==> config.mk <==
export PLATFORM = sky130hd
export DESIGN_NAME = tap_period_flat
export DESIGN_NICKNAME = d
export VERILOG_FILES = /design/src/rtl/tap_tempo_pkg.sv /design/src/rtl/tap_period_if.sv /design/src/rtl/tap_period_history.sv /design/src/rtl/tap_period.sv /design/src/flat_wrapper.sv
export SDC_FILE = /design/constraint.sdc
export NUM_CORES = 1
export LEC_CHECK = 0
export BUFFER_PORTS_ARGS = -buffer_cell sky130_fd_sc_hd__buf_2
export CORE_MARGIN = 5
export CORE_UTILIZATION = 50
export CTS_CLUSTER_SIZE = 28
export DETAILED_ROUTE_END_ITERATION = 16
export HOLD_SLACK_MARGIN = 0.1
export PLACE_DENSITY = 0.75
export SETUP_SLACK_MARGIN = 0.2
export SLEW_MARGIN = 25
export SYNTH_ARGS = -nofsm -noshare
export SYNTH_HDL_FRONTEND = slang
export SYNTH_SLANG_ARGS = --single-unit
==> constraint.sdc <==
create_clock -name clk_i -period 5.2 [get_ports clk_i]
set_input_delay 0.78 -clock clk_i [delete_from_list [all_inputs] [get_ports clk_i]]
set_output_delay 0.78 -clock clk_i [all_outputs]
set_load 0.005 [all_outputs]
==> src/rtl/tap_tempo_pkg.sv <==
// tap_tempo_pkg: shared tap-tempo constants, state encoding and tick-count helper.
package tap_tempo_pkg;
  localparam int PULSE_PER_NS_DEF = 5120;
  localparam logic [0:0] s_idle  = 1'b0;
  localparam logic [0:0] s_count = 1'b1;
  function automatic int ns_to_count(input int ns, input int per_ns);
    return ns / per_ns;
  endfunction
endpackage

==> src/rtl/tap_period_if.sv <==
// tap_period_if: time pulse, debounced button and period result bundle.
interface tap_period_if #(parameter int CNT_W = 19) ();
  logic             tp_i;
  logic             btn_i;
  logic [CNT_W-1:0] period_o;
  logic             period_valid_o;
  logic             active_o;
  modport master (output tp_i, btn_i, input period_o, period_valid_o, active_o);
  modport slave (input tp_i, btn_i, output period_o, period_valid_o, active_o);
endinterface

==> src/rtl/tap_period_history.sv <==
// tap_history: four-entry interval history with seed/push controls and a running sum.
module tap_history
  import tap_tempo_pkg::*;
#(
  parameter int CNT_W = 19,
  parameter int SUM_W = CNT_W + 2
) (
  input  logic             clk_i,
  input  logic             rst_i,
  input  logic             clr_i,
  input  logic             push_i,
  input  logic [CNT_W-1:0] cap_i,
  output logic [SUM_W-1:0] sum_o,
  output logic             seeded_o
);
  logic [3:0][CNT_W-1:0] h_q, h_d;
  logic [SUM_W-1:0] sum_q, sum_d;
  logic seeded_q, seeded_d;
  always_comb begin
    h_d = h_q;
    sum_d = sum_q;
    seeded_d = seeded_q;
    if (push_i && !seeded_q) begin
      h_d = {4{cap_i}};
      sum_d = SUM_W'(cap_i) << 2;
      seeded_d = 1'b1;
    end else if (push_i) begin
      h_d = {h_q[2:0], cap_i};
      sum_d = sum_q + SUM_W'(cap_i) - SUM_W'(h_q[3]);
    end else if (clr_i) begin
      seeded_d = 1'b0;
    end
  end
  always_ff @(posedge clk_i or posedge rst_i) begin
    if (rst_i) begin
      h_q <= '0;
      sum_q <= '0;
      seeded_q <= 1'b0;
    end else begin
      h_q <= h_d;
      sum_q <= sum_d;
      seeded_q <= seeded_d;
    end
  end
  assign sum_o = sum_q;
  assign seeded_o = seeded_q;
endmodule

==> src/rtl/tap_period.sv <==
// tap_period: measures spacing of debounced taps and presents the mean of the last four.
module tap_period
  import tap_tempo_pkg::*;
#(
  parameter int PULSE_PER_NS   = PULSE_PER_NS_DEF,
  parameter int TIMEOUT_PER_NS = 2_000_000_000,
  parameter int MIN_PER_NS     = 240_000_000
) (
  input logic        clk_i,
  input logic        rst_i,
  tap_period_if.slave bus
);
  localparam int MAX_COUNT = ns_to_count(TIMEOUT_PER_NS, PULSE_PER_NS);
  localparam int MIN_COUNT = ns_to_count(MIN_PER_NS, PULSE_PER_NS);
  localparam int CNT_W = $clog2(MAX_COUNT + 1);
  localparam int SUM_W = CNT_W + 2;
  logic [0:0] state_q, state_d;
  logic [CNT_W-1:0] cnt_q, cnt_d, cap, period_q, period_d;
  logic btn_q, btn_d, acc_q, acc_d, valid_q, valid_d;
  logic rise, timeout, accept, clr, seeded;
  logic [SUM_W-1:0] sum;
  always_comb begin
    rise = bus.btn_i & ~btn_q;
    cap = cnt_q + CNT_W'(bus.tp_i);
    timeout = (state_q == s_count) && (cnt_q == CNT_W'(MAX_COUNT));
    accept = (state_q == s_count) && !timeout && rise && (cap >= CNT_W'(MIN_COUNT));
    clr = (state_q == s_idle) || timeout;
    // a rise during timeout restarts counting as a fresh first tap
    state_d = (clr && !rise) ? s_idle : s_count;
    cnt_d = (clr || accept) ? '0 : cap;
    btn_d = bus.btn_i;
    acc_d = accept;
    valid_d = acc_q & seeded;
    period_d = valid_d ? CNT_W'(sum >> 2) : period_q;
  end
  tap_history #(.CNT_W(CNT_W), .SUM_W(SUM_W)) u_hist (
    .clk_i   (clk_i),
    .rst_i   (rst_i),
    .clr_i   (clr),
    .push_i  (accept),
    .cap_i   (cap),
    .sum_o   (sum),
    .seeded_o(seeded)
  );
  always_ff @(posedge clk_i or posedge rst_i) begin
    if (rst_i) begin
      state_q <= s_idle;
      cnt_q <= '0;
      btn_q <= 1'b0;
      acc_q <= 1'b0;
      valid_q <= 1'b0;
      period_q <= '0;
    end else begin
      state_q <= state_d;
      cnt_q <= cnt_d;
      btn_q <= btn_d;
      acc_q <= acc_d;
      valid_q <= valid_d;
      period_q <= period_d;
    end
  end
  assign bus.period_o = period_q;
  assign bus.period_valid_o = valid_q;
  assign bus.active_o = (state_q == s_count);
endmodule
==> src/flat_wrapper.sv <==
// flat-port wrapper written by rule: the top's interface ports become plain ports
module tap_period_flat import tap_tempo_pkg::*;
#(
  parameter int PULSE_PER_NS   = PULSE_PER_NS_DEF,
  parameter int TIMEOUT_PER_NS = 2_000_000_000,
  parameter int MIN_PER_NS     = 240_000_000
)
  (clk_i, rst_i, bus_tp_i, bus_btn_i, bus_period_o, bus_period_valid_o, bus_active_o);
  tap_period_if bus_i ();
  input logic clk_i;
  input logic rst_i;
  input wire logic [$bits(bus_i.tp_i)-1:0] bus_tp_i;
  input wire logic [$bits(bus_i.btn_i)-1:0] bus_btn_i;
  output wire logic [$bits(bus_i.period_o)-1:0] bus_period_o;
  output wire logic [$bits(bus_i.period_valid_o)-1:0] bus_period_valid_o;
  output wire logic [$bits(bus_i.active_o)-1:0] bus_active_o;
  assign bus_i.tp_i = bus_tp_i;
  assign bus_i.btn_i = bus_btn_i;
  assign bus_period_o = bus_i.period_o;
  assign bus_period_valid_o = bus_i.period_valid_o;
  assign bus_active_o = bus_i.active_o;
  tap_period #(.PULSE_PER_NS(PULSE_PER_NS), .TIMEOUT_PER_NS(TIMEOUT_PER_NS), .MIN_PER_NS(MIN_PER_NS)) u_core (.clk_i(clk_i), .rst_i(rst_i), .bus(bus_i));
endmodule
==> reports/results.tsv, run 1 <==
stage	metric	value	unit
cts	htreeDepth	4	
sta	max_freq	220	MHz
worst_setup_path	rr_worst_depth	17	
placed_design	dp_slack	0.182	ns
final_layout	area_growth	11.4	%
floorplanning	dieWidth	133	µm
drt	vias	5658	
synth	synth_area_leaders	dfrtp_1, o21ai_0, nand2_1	
final_layout	fin_area	0.00836	mm²
grt	grtUsageMet2	27.5	%
final_layout	nFillCells	1265	
grt	grt_use_met1	27.0	%
drt	first_pass_iters	6	
cts	cts_hold_buf	0	
final_layout	antenna_cells	0	
grt	grt_pass1_wl	26600	µm
worst_setup_path	cp.required	5.51	ns
sta	maxSlewHeadroom	44.6	%
worst_setup_path	worst_setup_path_end_kind	flip-flop	
floorplanning	dieArea	0.0176	mm²
sta	setup_violations	0	
cts	cts.path.max_buffers	2	
sta	grt_setup_unrepaired	false	
synth	synth_ff_type	dfrtp_1	
drt	drt-initial-drc-count	464	
final_layout	fin_nets	894	
status	outcome	complete, no violations	
hold_path	holdCritPathClass	flip-flop to flip-flop	
cts	clkSlewWorstSetupHoldPaths	0.05	ns
worst_setup_path	critPathKind	input port to flip-flop	
grt	grt_overflow	0	
grt	grt_max_degree	97	
grt	grt_usage	18.5	%
sta	setup_slack	0.648	ns
sta	hold_ws	0.470	ns
grt	busiest_layer	met2	
worst_setup_path	startpoint_type	input port	
synth	ys_seq_area_share	46.7	%
sta	fin_skew	0.0127	ns
worst_setup_path	crit_path_max_fanout	8	
grt	use_met3	4.10	%
synth	syn_inst	828	
drt	vias_per_cell	5.42	
floorplanning	rows	44	
grt	grt_pass1_vias	5261	
final_layout	drive_gt1_share	10.5	%
power	ir_worst_vdd	0.000221	V
sta	fin_tns_setup	0	ns
synth	synth_top_area_share	46.7	%
flow_run	drv_cap	0	
cts	cts_tree	yes	
synth	synth.avg_cell_area	9.07	µm²
grt	antenna_found_initial	1	
power	leakage	3.81	nW
synth	yosysMostFrequentCell	o21ai_0	
sta	fin_crit_sh	87.5	%
synth	synth_nets	874	
synth	syn_area	0.00751	mm²
sta	drv_slew	0	
cts	cts.sinks	140	
sta	tightest_slew	0.830	ns
cts	clockRootBuffer	clkbuf_16	
cts	cts_buffers	17	
drt	routed_wl	15200	µm
floorplanning	ios	25	
placed_design	place_congestion	0.887	
synth	synth_edf_count	0	
synth	yosysWarnings	0	
placed_design	placed_cell_area	0.00782	mm²
power	p_per_area	359	mW/mm²
cts	post-cts-setup-buffer-count	0	
drt	drc	0	
drt	ant_nets	0	
synth	synth_top_cell_by_area	dfrtp_1	
sta	fin_crit	4.55	ns
floorplanning	start_util	51.3	%
sta	finalHoldViolCount	0	
synth	synth_cell_type_count	62	
drt	wl_per_cell	14.5	µm
synth	synth_commonest_cells	o21ai_0, dfrtp_1, nand2_1, inv_1, nor2_1	
cts	clk_latency	0.43	ns
hold_path	hold_path_depth	2	
placed_design	place_hpwl	10500	µm
worst_setup_path	arrival	4.87	ns
placed_design	portBuffers	24	
floorplanning	die_h	133	µm
floorplanning	core_area	0.0146	mm²
synth	synth-seq-cells	140	
synth	async_reset_ff_share	100	%
## timing repair
item | 4_1_cts | 5_1_grt
resized for setup | 0 | 2
endpoints found under the hold margin | 0 | 0
endpoints found under the setup margin | 0 | 1
## report_power, final
part           switching (mW)  internal [mW]  leakage, nW
logic                   0.421          0.319         1.68
registers              0.0406           1.12         1.86
clock network           0.433          0.674        0.270
## layout make-up
type / instances / area, µm² / area share [%]
Clock buffer: 23 / 468 / 5.60
Tap cell: 184 / 230 / 2.75
Inverter: 71 / 272 / 3.25
Multi-Input combinational cell: 576 / 3550 / 42.5
Sequential cell: 140 / 3500 / 41.9
Clock inverter: 8 / 68.8 / 0.823
Timing Repair Buffer: 42 / 268 / 3.20
## worst max-delay path: stages
cell       delay, ns
buf_2           0.08
ha_1            0.20
ha_1            0.32
nand4_2         0.26
nor4_2          0.34
xor2_1          0.20
inv_1           0.13
fa_1            0.49
inv_1           0.04
ha_1            0.36
a21oi_1         0.19
o21bai_1        0.09
a21oi_1         0.28
nor3b_1         0.09
a2111oi_1       0.35
nand3_1         0.14
mux2_2          0.28
a221oi_1        0.24
## final timing paths
path                                          from                 endpoint  slack [ns]
setup / recovery                          bus_tp_i  u_core.u_hist.sum_o[20]        0.65
hold / removal             u_core.bus.period_o[10]  u_core.bus.period_o[10]        0.47
setup reg to reg                   u_core.cnt_q[0]  u_core.u_hist.sum_o[20]        0.73
hold reg to reg            u_core.bus.period_o[10]  u_core.bus.period_o[10]        0.47
max in group asynchronous                    rst_i         u_core.cnt_q[14]        3.61
min in group asynchronous                    rst_i   u_core.bus.period_o[0]        0.53
## metal layers
| metal | wire length [µm] | part of all wire [%] |
|---|---|---|
| met1 | 7500 | 49 |
| met2 | 6790 | 45 |
| met3 | 646 | 4.3 |
| met4 | 236 | 1.6 |
| met5 | 11 | 0.072 |
## sequential cells by signal, indices dropped and copies added (netlist names)
| signal | flops |
|---|---|
| u_core.cnt_q | 19 |
| u_core.bus.period_valid_o | 1 |
| u_core.u_hist.sum_o | 21 |
| u_core.u_hist.h_q | 76 |
| u_core.bus.period_o | 19 |
| u_core.acc_q | 1 |
| u_core.u_hist.seeded_o | 1 |
| u_core.bus.active_o | 1 |
| u_core.btn_q | 1 |
## cells by family after synthesis
logic type,share of synthesized area (%)
AOI/OAI and AO/OA,18.9
and+or+nand+nor,15.2
DFF,46.7
buffers and inverters,6.15
adders and majority gates,8.90
xor gates and xnor gates,3.38
muxes,0.833
## stage by stage
step / utilization [%] / power [mW] / cells
after detailed placement: 53.4 / 1.90 / 1013
after global routing: 57.1 / 3.18 / 1044
after CTS: 57.0 / 3.02 / 1044
after global placement: 53.4 / 1.89 / 1013
final: 57.1 / 3.00 / 1044
after floorplan: - / 1.73 / 828
## cell usage in the layout (no fill, tap or decap), drive strengths merged, types with 3 or more instances in the layout
| cell type | count |
|---|---|
| o21ai | 159 |
| dfrtp | 140 |
| nand2 | 137 |
| inv | 71 |
| buf | 42 |
| nor2 | 40 |
| a21oi | 38 |
| ha | 23 |
| clkbuf | 23 |
| xnor2 | 19 |
| fa | 19 |
| nand3 | 15 |
| xor2 | 10 |
| o31ai | 9 |
| nor3 | 8 |
| a21o | 8 |
| a211oi | 7 |
| and2 | 7 |
| clkinv | 7 |
| nand2b | 6 |
| nand4 | 6 |
| mux2i | 4 |
| or3 | 4 |
| o21a | 4 |
| nor3b | 4 |
| o21bai | 3 |
| or2 | 3 |
| and3 | 3 |
| nor4 | 3 |
Power figures use the tool's default switching activity.
==> run 2, diff against run 1 <==
--- a/config.mk
+++ b/config.mk
@@ -12,6 +12,7 @@
 export DETAILED_ROUTE_END_ITERATION = 16
 export HOLD_SLACK_MARGIN = 0.1
 export PLACE_DENSITY = 0.75
+export RECOVER_POWER = 100
 export SETUP_SLACK_MARGIN = 0.2
 export SLEW_MARGIN = 25
 export SYNTH_ARGS = -nofsm -noshare
==> reports/results.tsv, run 2 (same netlist as run 1, synthesis figures left out) <==
stage	metric	value	unit
final_layout	final_util	56.8	%
cts	clockRootBuffer	clkbuf_16	
floorplanning	ios	25	
grt	grt_overflow	0	
worst_setup_path	worst_setup_path_end_kind	flip-flop	
status	violations	capacitance limit, slew limit	
sta	fin_crit_sh	89.1	%
drt	vias	5621	
floorplanning	die_h	133	µm
status	outcome	complete, but fails checks	
worst_setup_path	critPathKind	input port to flip-flop	
sta	grt_setup_unrepaired	false	
final_layout	fin_area	0.00831	mm²
placed_design	placed_cell_area	0.00782	mm²
cts	cts.path.max_buffers	2	
sta	setup_violations	0	
power	p_per_area	362	mW/mm²
final_layout	layout_common_cells	o21ai_0, dfrtp_1, nand2_1	
sta	tightest_slew	3.46	ns
sta	finalHoldViolCount	0	
worst_setup_path	slowest_stage	fa_1	
final_layout	top_register	u_core.u_hist.h_q	
sta	fin_crit	4.63	ns
worst_setup_path	critPathBufInv	2	
final_layout	multiInputGateArea	0.00354	mm²
final_layout	largest_register_ffs	76	
final_layout	final_common_cell	o21ai_0	
drt	vias_per_cell	5.38	
cts	post-cts-setup-buffer-count	0	
sta	maxSlewHeadroom	-131	%
cts	cts_buffers	17	
sta	max_freq	216	MHz
grt	grt_pass1_wl	26600	µm
cts	cts.sinks	140	
final_layout	antenna_cells	0	
final_layout	drive_gt1_share	8.72	%
sta	fin_skew	0.0127	ns
floorplanning	dieArea	0.0176	mm²
placed_design	portBuffers	24	
drt	wl_per_cell	14.6	µm
power	ir_worst_vdd	0.000222	V
worst_setup_path	rrSetupSlack	0.65	ns
placed_design	place_hpwl	10500	µm
grt	antenna_found_initial	1	
drt	ant_nets	0	
drt	routed_wl	15200	µm
floorplanning	start_util	51.3	%
floorplanning	dieWidth	133	µm
worst_setup_path	crit_top_cell	ha_1	
final_layout	seq_area	0.00350	mm²
grt	grt_max_degree	97	
final_layout	nFillCells	1275	
cts	cts_hold_buf	0	
drt	drc	0	
cts	cts_tree	yes	
drt	first_pass_iters	5	
final_layout	fin_nets	894	
worst_setup_path	critPathTopFamily	simple AND/OR/NAND/NOR gates	
worst_setup_path	cp.required	5.52	ns
floorplanning	rows	44	
worst_setup_path	crit_path_max_fanout	8	
flow_run	drv_cap	1	
grt	grt_usage	18.5	%
sta	fin_tns_setup	0	ns
worst_setup_path	path_cells	buf_2 -> ha_1 -> ha_1 -> nand4_2 -> nor4_1 -> nor3b_2 -> xnor2_1 -> fa_1 -> inv_1 -> ha_1 -> nand4_1 -> and4b_1 -> a2111oi_0 -> nand3_1 -> mux2_2 -> a221oi_1	
final_layout	fin_cells	1044	
worst_setup_path	startpoint_type	input port	
worst_setup_path	arrival	4.95	ns
placed_design	place_congestion	0.887	
floorplanning	core_area	0.0146	mm²
placed_design	placedCellCount	1013	
power	leakage	3.76	nW
final_layout	area_growth	10.7	%
cts	htreeDepth	4	
grt	grt_pass1_vias	5261	
cts	clkSlewWorstSetupHoldPaths	0.05	ns
worst_setup_path	critPathMaxStageDelay	0.54	ns
cts	clk_latency	0.43	ns
drt	drt-initial-drc-count	418	
sta	drv_slew	97	
hold_path	holdCritPathClass	flip-flop to flip-flop	
## run 2: report_power, final
group | leakage [nW] | internal, mW | switching, mW | total (mW)
Clock | 0.270 | 0.674 | 0.434 | 1.11
Sequential | 1.86 | 1.12 | 0.0407 | 1.16
Combinational | 1.63 | 0.318 | 0.422 | 0.740
Total | 3.76 | 2.11 | 0.896 | 3.01
## run 2: worst paths after layout
path | start | endpoint | depth (start not counted)
max | bus_tp_i | u_core.u_hist.sum_o[20] | 16
min | u_core.u_hist.h_q[52] | u_core.u_hist.h_q[52] | 2
max reg2reg | u_core.cnt_q[0] | u_core.u_hist.sum_o[20] | 15
min reg2reg | u_core.u_hist.h_q[52] | u_core.u_hist.h_q[52] | 2
max in group asynchronous | rst_i | u_core.u_hist.h_q[16] | 2
min in group asynchronous | rst_i | u_core.bus.period_o[0] | 2
## run 2: layout make-up
cell class / count / share of cell area, %
multi-input cells: 576 / 42.6
flip-flops and latches: 140 / 42.1
clock buffers: 23 / 5.63
inverters: 71 / 3.21
repair buffers: 42 / 2.81
well taps: 184 / 2.77
clock inverters: 8 / 0.828
## run 2: metrics by stage
| step | total power [mW] | worst slack (ns) | hold WS [ns] |
|---|---|---|---|
| 5_1_grt | 3.18 | 0.138 | 0.486 |
| 3_5_place_dp | 1.90 | 0.182 | 0.464 |
| 3_3_place_gp | 1.89 | 0.274 | 0.455 |
| 4_1_cts | 3.02 | 0.610 | 0.476 |
| 2_1_floorplan | 1.73 | 0.579 | 0.441 |
| 6_report | 3.01 | 0.566 | 0.471 |
## run 2: tightest hold or removal path: stages (launching register included)
cell and delay, ns:
dfrtp_1 0.33, nand2_1 0.05, o21ai_0 0.06
## run 2: layer usage
layer	global-route usage, %	part of all wire (%)	wire length, µm
met5	0	0.072	11
met4	6.00	1.5	236
met3	4.10	3.5	541
met2	27.5	44	6770
met1	27.0	50	7680
## run 2: timing repair
item | 4_1_cts | 5_1_grt
endpoints found under the setup margin | 0 | 1
resized for setup | 0 | 2
hold endpoints to repair | 0 | 0
==> run 3, diff against run 2 <==
--- a/config.mk
+++ b/config.mk
@@ -17,4 +17,5 @@
 export SLEW_MARGIN = 25
 export SYNTH_ARGS = -nofsm -noshare
 export SYNTH_HDL_FRONTEND = slang
+export SYNTH_HIERARCHICAL = 1
 export SYNTH_SLANG_ARGS = --single-unit
==> reports/results.tsv, run 3 <==
stage	metric	value	unit
status	outcome	complete, but fails checks	
status	violations	capacitance limit, slew limit	
worst_setup_path	path_cells	buf_2 -> ha_1 -> and2_0 -> nand2_1 -> xnor2_1 -> inv_1 -> fa_1 -> inv_1 -> ha_1 -> a21oi_2 -> nor2_1 -> a211oi_1 -> o21a_1 -> o21ai_0 -> a311oi_1 -> xor2_1 -> a31oi_1	
cts	clk_latency	0.41	ns
cts	cts.path.max_buffers	2	
floorplanning	start_util	51.5	%
worst_setup_path	critPathBufInv	3	
synth	synth-seq-cells	140	
sta	fin_crit_sh	89.9	%
final_layout	fin_nets	878	
drt	first_pass_iters	7	
synth	synth_cell_type_count	68	
final_layout	final_common_cell	a21oi_1	
final_layout	drive_gt1_share	12.9	%
drt	drt-initial-drc-count	523	
power	seq_power_share	34.3	%
grt	grt_pass1_vias	6079	
synth	yosysWarnings	6	
synth	synth_commonest_cells	a21oi_1, dfrtp_1, nor2_1, inv_1, mux2_2	
grt	grt_overflow	0	
placed_design	place_hpwl	11600	µm
drt	drc	0	
floorplanning	dieArea	0.0184	mm²
final_layout	nFillCells	1329	
placed_design	portBuffers	24	
power	internal_power	2.29	mW
sta	grt_setup_unrepaired	false	
placed_design	place_congestion	0.898	
synth	yosysMostFrequentCell	a21oi_1	
worst_setup_path	slowest_stage	fa_1	
cts	cts_buffers	17	
synth	synth_edf_count	0	
floorplanning	core_area	0.0153	mm²
drt	vias_per_cell	5.62	
cts	post-cts-setup-buffer-count	0	
power	p_total	3.40	mW
cts	cts.sinks	140	
sta	drv_slew	263	
floorplanning	dieWidth	136	µm
power	p_sw	1.12	mW
synth	syn_area	0.00788	mm²
power	clkPwrFrac	36.7	%
worst_setup_path	arrival	4.90	ns
grt	grt_pass1_wl	29800	µm
sta	tightest_slew	2.91	ns
sta	maxSlewHeadroom	-94.8	%
synth	synth.avg_cell_area	9.54	µm²
final_layout	seq_area	0.00350	mm²
cts	clkSlewWorstSetupHoldPaths	0.06	ns
cts	cts_hold_buf	0	
synth	synth_top_area_share	44.5	%
hold_path	holdCritPathClass	input port to flip-flop	
sta	max_freq	214	MHz
synth	synth_nets	872	
sta	fin_skew	0.0130	ns
final_layout	top_register	u_core/u_hist/h_q	
worst_setup_path	critPathMaxStageDelay	0.55	ns
power	ir_worst_vdd	0.000273	V
cts	clockRootBuffer	clkbuf_16	
drt	vias	5935	
floorplanning	die_h	136	µm
power	swShare	32.8	%
sta	setup_violations	0	
sta	fin_tns_setup	0	ns
grt	grt_max_degree	100	
final_layout	largest_register_ffs	76	
worst_setup_path	crit_path_max_fanout	15	
cts	htreeDepth	4	
sta	finalHoldViolCount	0	
drt	wl_per_cell	16.4	µm
sta	fin_crit	4.67	ns
synth	ys_seq_area_share	44.5	%
final_layout	layout_common_cells	a21oi_1, dfrtp_1, nor2_1	
drt	routed_wl	17300	µm
flow_run	drv_cap	6	
floorplanning	ios	25	
floorplanning	rows	45	
power	leakage	4.08	nW
grt	antenna_found_initial	0	
synth	synth_top_cell_by_area	dfrtp_1	
power	share_comb_of_total_power	28.9	%
drt	ant_nets	0	
worst_setup_path	worst_setup_path_end_kind	flip-flop	
worst_setup_path	critPathTopFamily	compound AO/OA/AOI/OAI gates	
synth	synth_area_leaders	dfrtp_1, a21oi_1, mux2_2	
synth	async_reset_ff_share	100	%
power	p_per_area	392	mW/mm²
synth	syn_inst	826	
grt	grt_usage	20.1	%
worst_setup_path	startpoint_type	input port	
worst_setup_path	cp.required	5.42	ns
cts	cts_tree	yes	
final_layout	area_growth	10.1	%
worst_setup_path	critPathKind	input port to flip-flop	
final_layout	antenna_cells	0	
cts	cts_resized	0	
final_layout	multiInputGateArea	0.00379	mm²
synth	synth_ff_type	dfrtp_1	
## run 3: cell count changes after synthesis, sizes merged, moves of 13 or more
cell	change
o21ai	-150
a21oi	+118
nand2	-110
nor2	+63
mux2	+36
inv	+21
a21boi	+13
## run 3: stage by stage
step / utilization, % / std cells / setup WS, ns / hold slack [ns] / area [µm²]
finish: 56.6 / 1056 / 0.527 / 0.489 / 8670
global route: 56.6 / 1056 / 0.275 / 0.469 / 8670
CTS: 57.3 / 1056 / 0.878 / 0.476 / 8780
detailed placement: 53.3 / 1024 / 0.488 / 0.488 / 8160
global placement: 53.3 / 1024 / 0.548 / 0.483 / 8160
floorplan: - / 826 / 1.05 / 0.481 / 7880
## run 3: worst paths after layout
kind | startpoint | endpoint | slack (ns) | depth (start not counted)
min in group asynchronous | rst_i | u_core/cnt_q[1] | 0.93 | 2
worst min-delay path | bus_btn_i | u_core/btn_q | 0.49 | 1
worst max-delay path | bus_tp_i | u_core/u_hist/sum_o[19] | 0.53 | 17
max in group asynchronous | rst_i | u_core/u_hist/h_q[24] | 1.41 | 3
worst min register to register | u_core/bus.period_o[8] | u_core/bus.period_o[8] | 0.50 | 1
worst max register to register | u_core/cnt_q[0] | u_core/u_hist/sum_o[19] | 0.55 | 16
## run 3: layer usage
metal	GRT usage, %	share of wire, %	vias to the layer above
li1	-	-	2837
met1	25.8	43	2899
met2	34.4	50	161
met3	4.27	4.1	38
met4	5.77	2.0	0
met5	0	0	-
## run 3: worst reg2reg max path, cell delays in order, from the launching register on
cell      delay (ns)
dfrtp_1         0.41
ha_1            0.50
and2_0          0.33
nand2_1         0.10
xnor2_1         0.27
inv_1           0.13
fa_1            0.55
inv_1           0.04
ha_1            0.38
a21oi_2         0.21
nor2_1          0.07
a211oi_1        0.26
o21a_1          0.31
o21ai_0         0.25
a311oi_1        0.38
xor2_1          0.19
a31oi_1         0.09
## run 3: layout make-up
| cell class | instances | area share (%) |
|---|---|---|
| repair buffers | 32 | 1.76 |
| flip-flops and latches | 140 | 40.4 |
| clock buffers | 19 | 5.22 |
| clock inverters | 13 | 1.92 |
| well taps | 211 | 3.04 |
| multi-input cells | 549 | 43.7 |
| inverters | 92 | 4.01 |
## run 3: power groups by stage
stage | Sequential (mW) | Combinational (mW) | Clock [mW]
detailed placement | 1.18 | 0.968 | 0
global placement | 1.18 | 0.937 | 0
finish | 1.17 | 0.983 | 1.25
global route | 1.17 | 1.09 | 1.32
floorplan | 1.14 | 0.816 | 0
CTS | 1.17 | 0.986 | 1.27
## run 3: cells by family (layout without fill, tap and decap cells)
| group | Yosys count | in the layout | synth area share [%] |
|---|---|---|---|
| AO/OA/AOI/OAI | 232 | 232 | 18.5 |
| XOR/XNOR | 32 | 32 | 3.65 |
| adder cells (fa/ha/maj) | 42 | 42 | 8.48 |
| buffers and inverters | 137 | 156 | 7.08 |
| flip-flops | 140 | 140 | 44.5 |
| multiplexers | 41 | 41 | 5.81 |
| AND/OR/NAND/NOR | 202 | 202 | 12.0 |
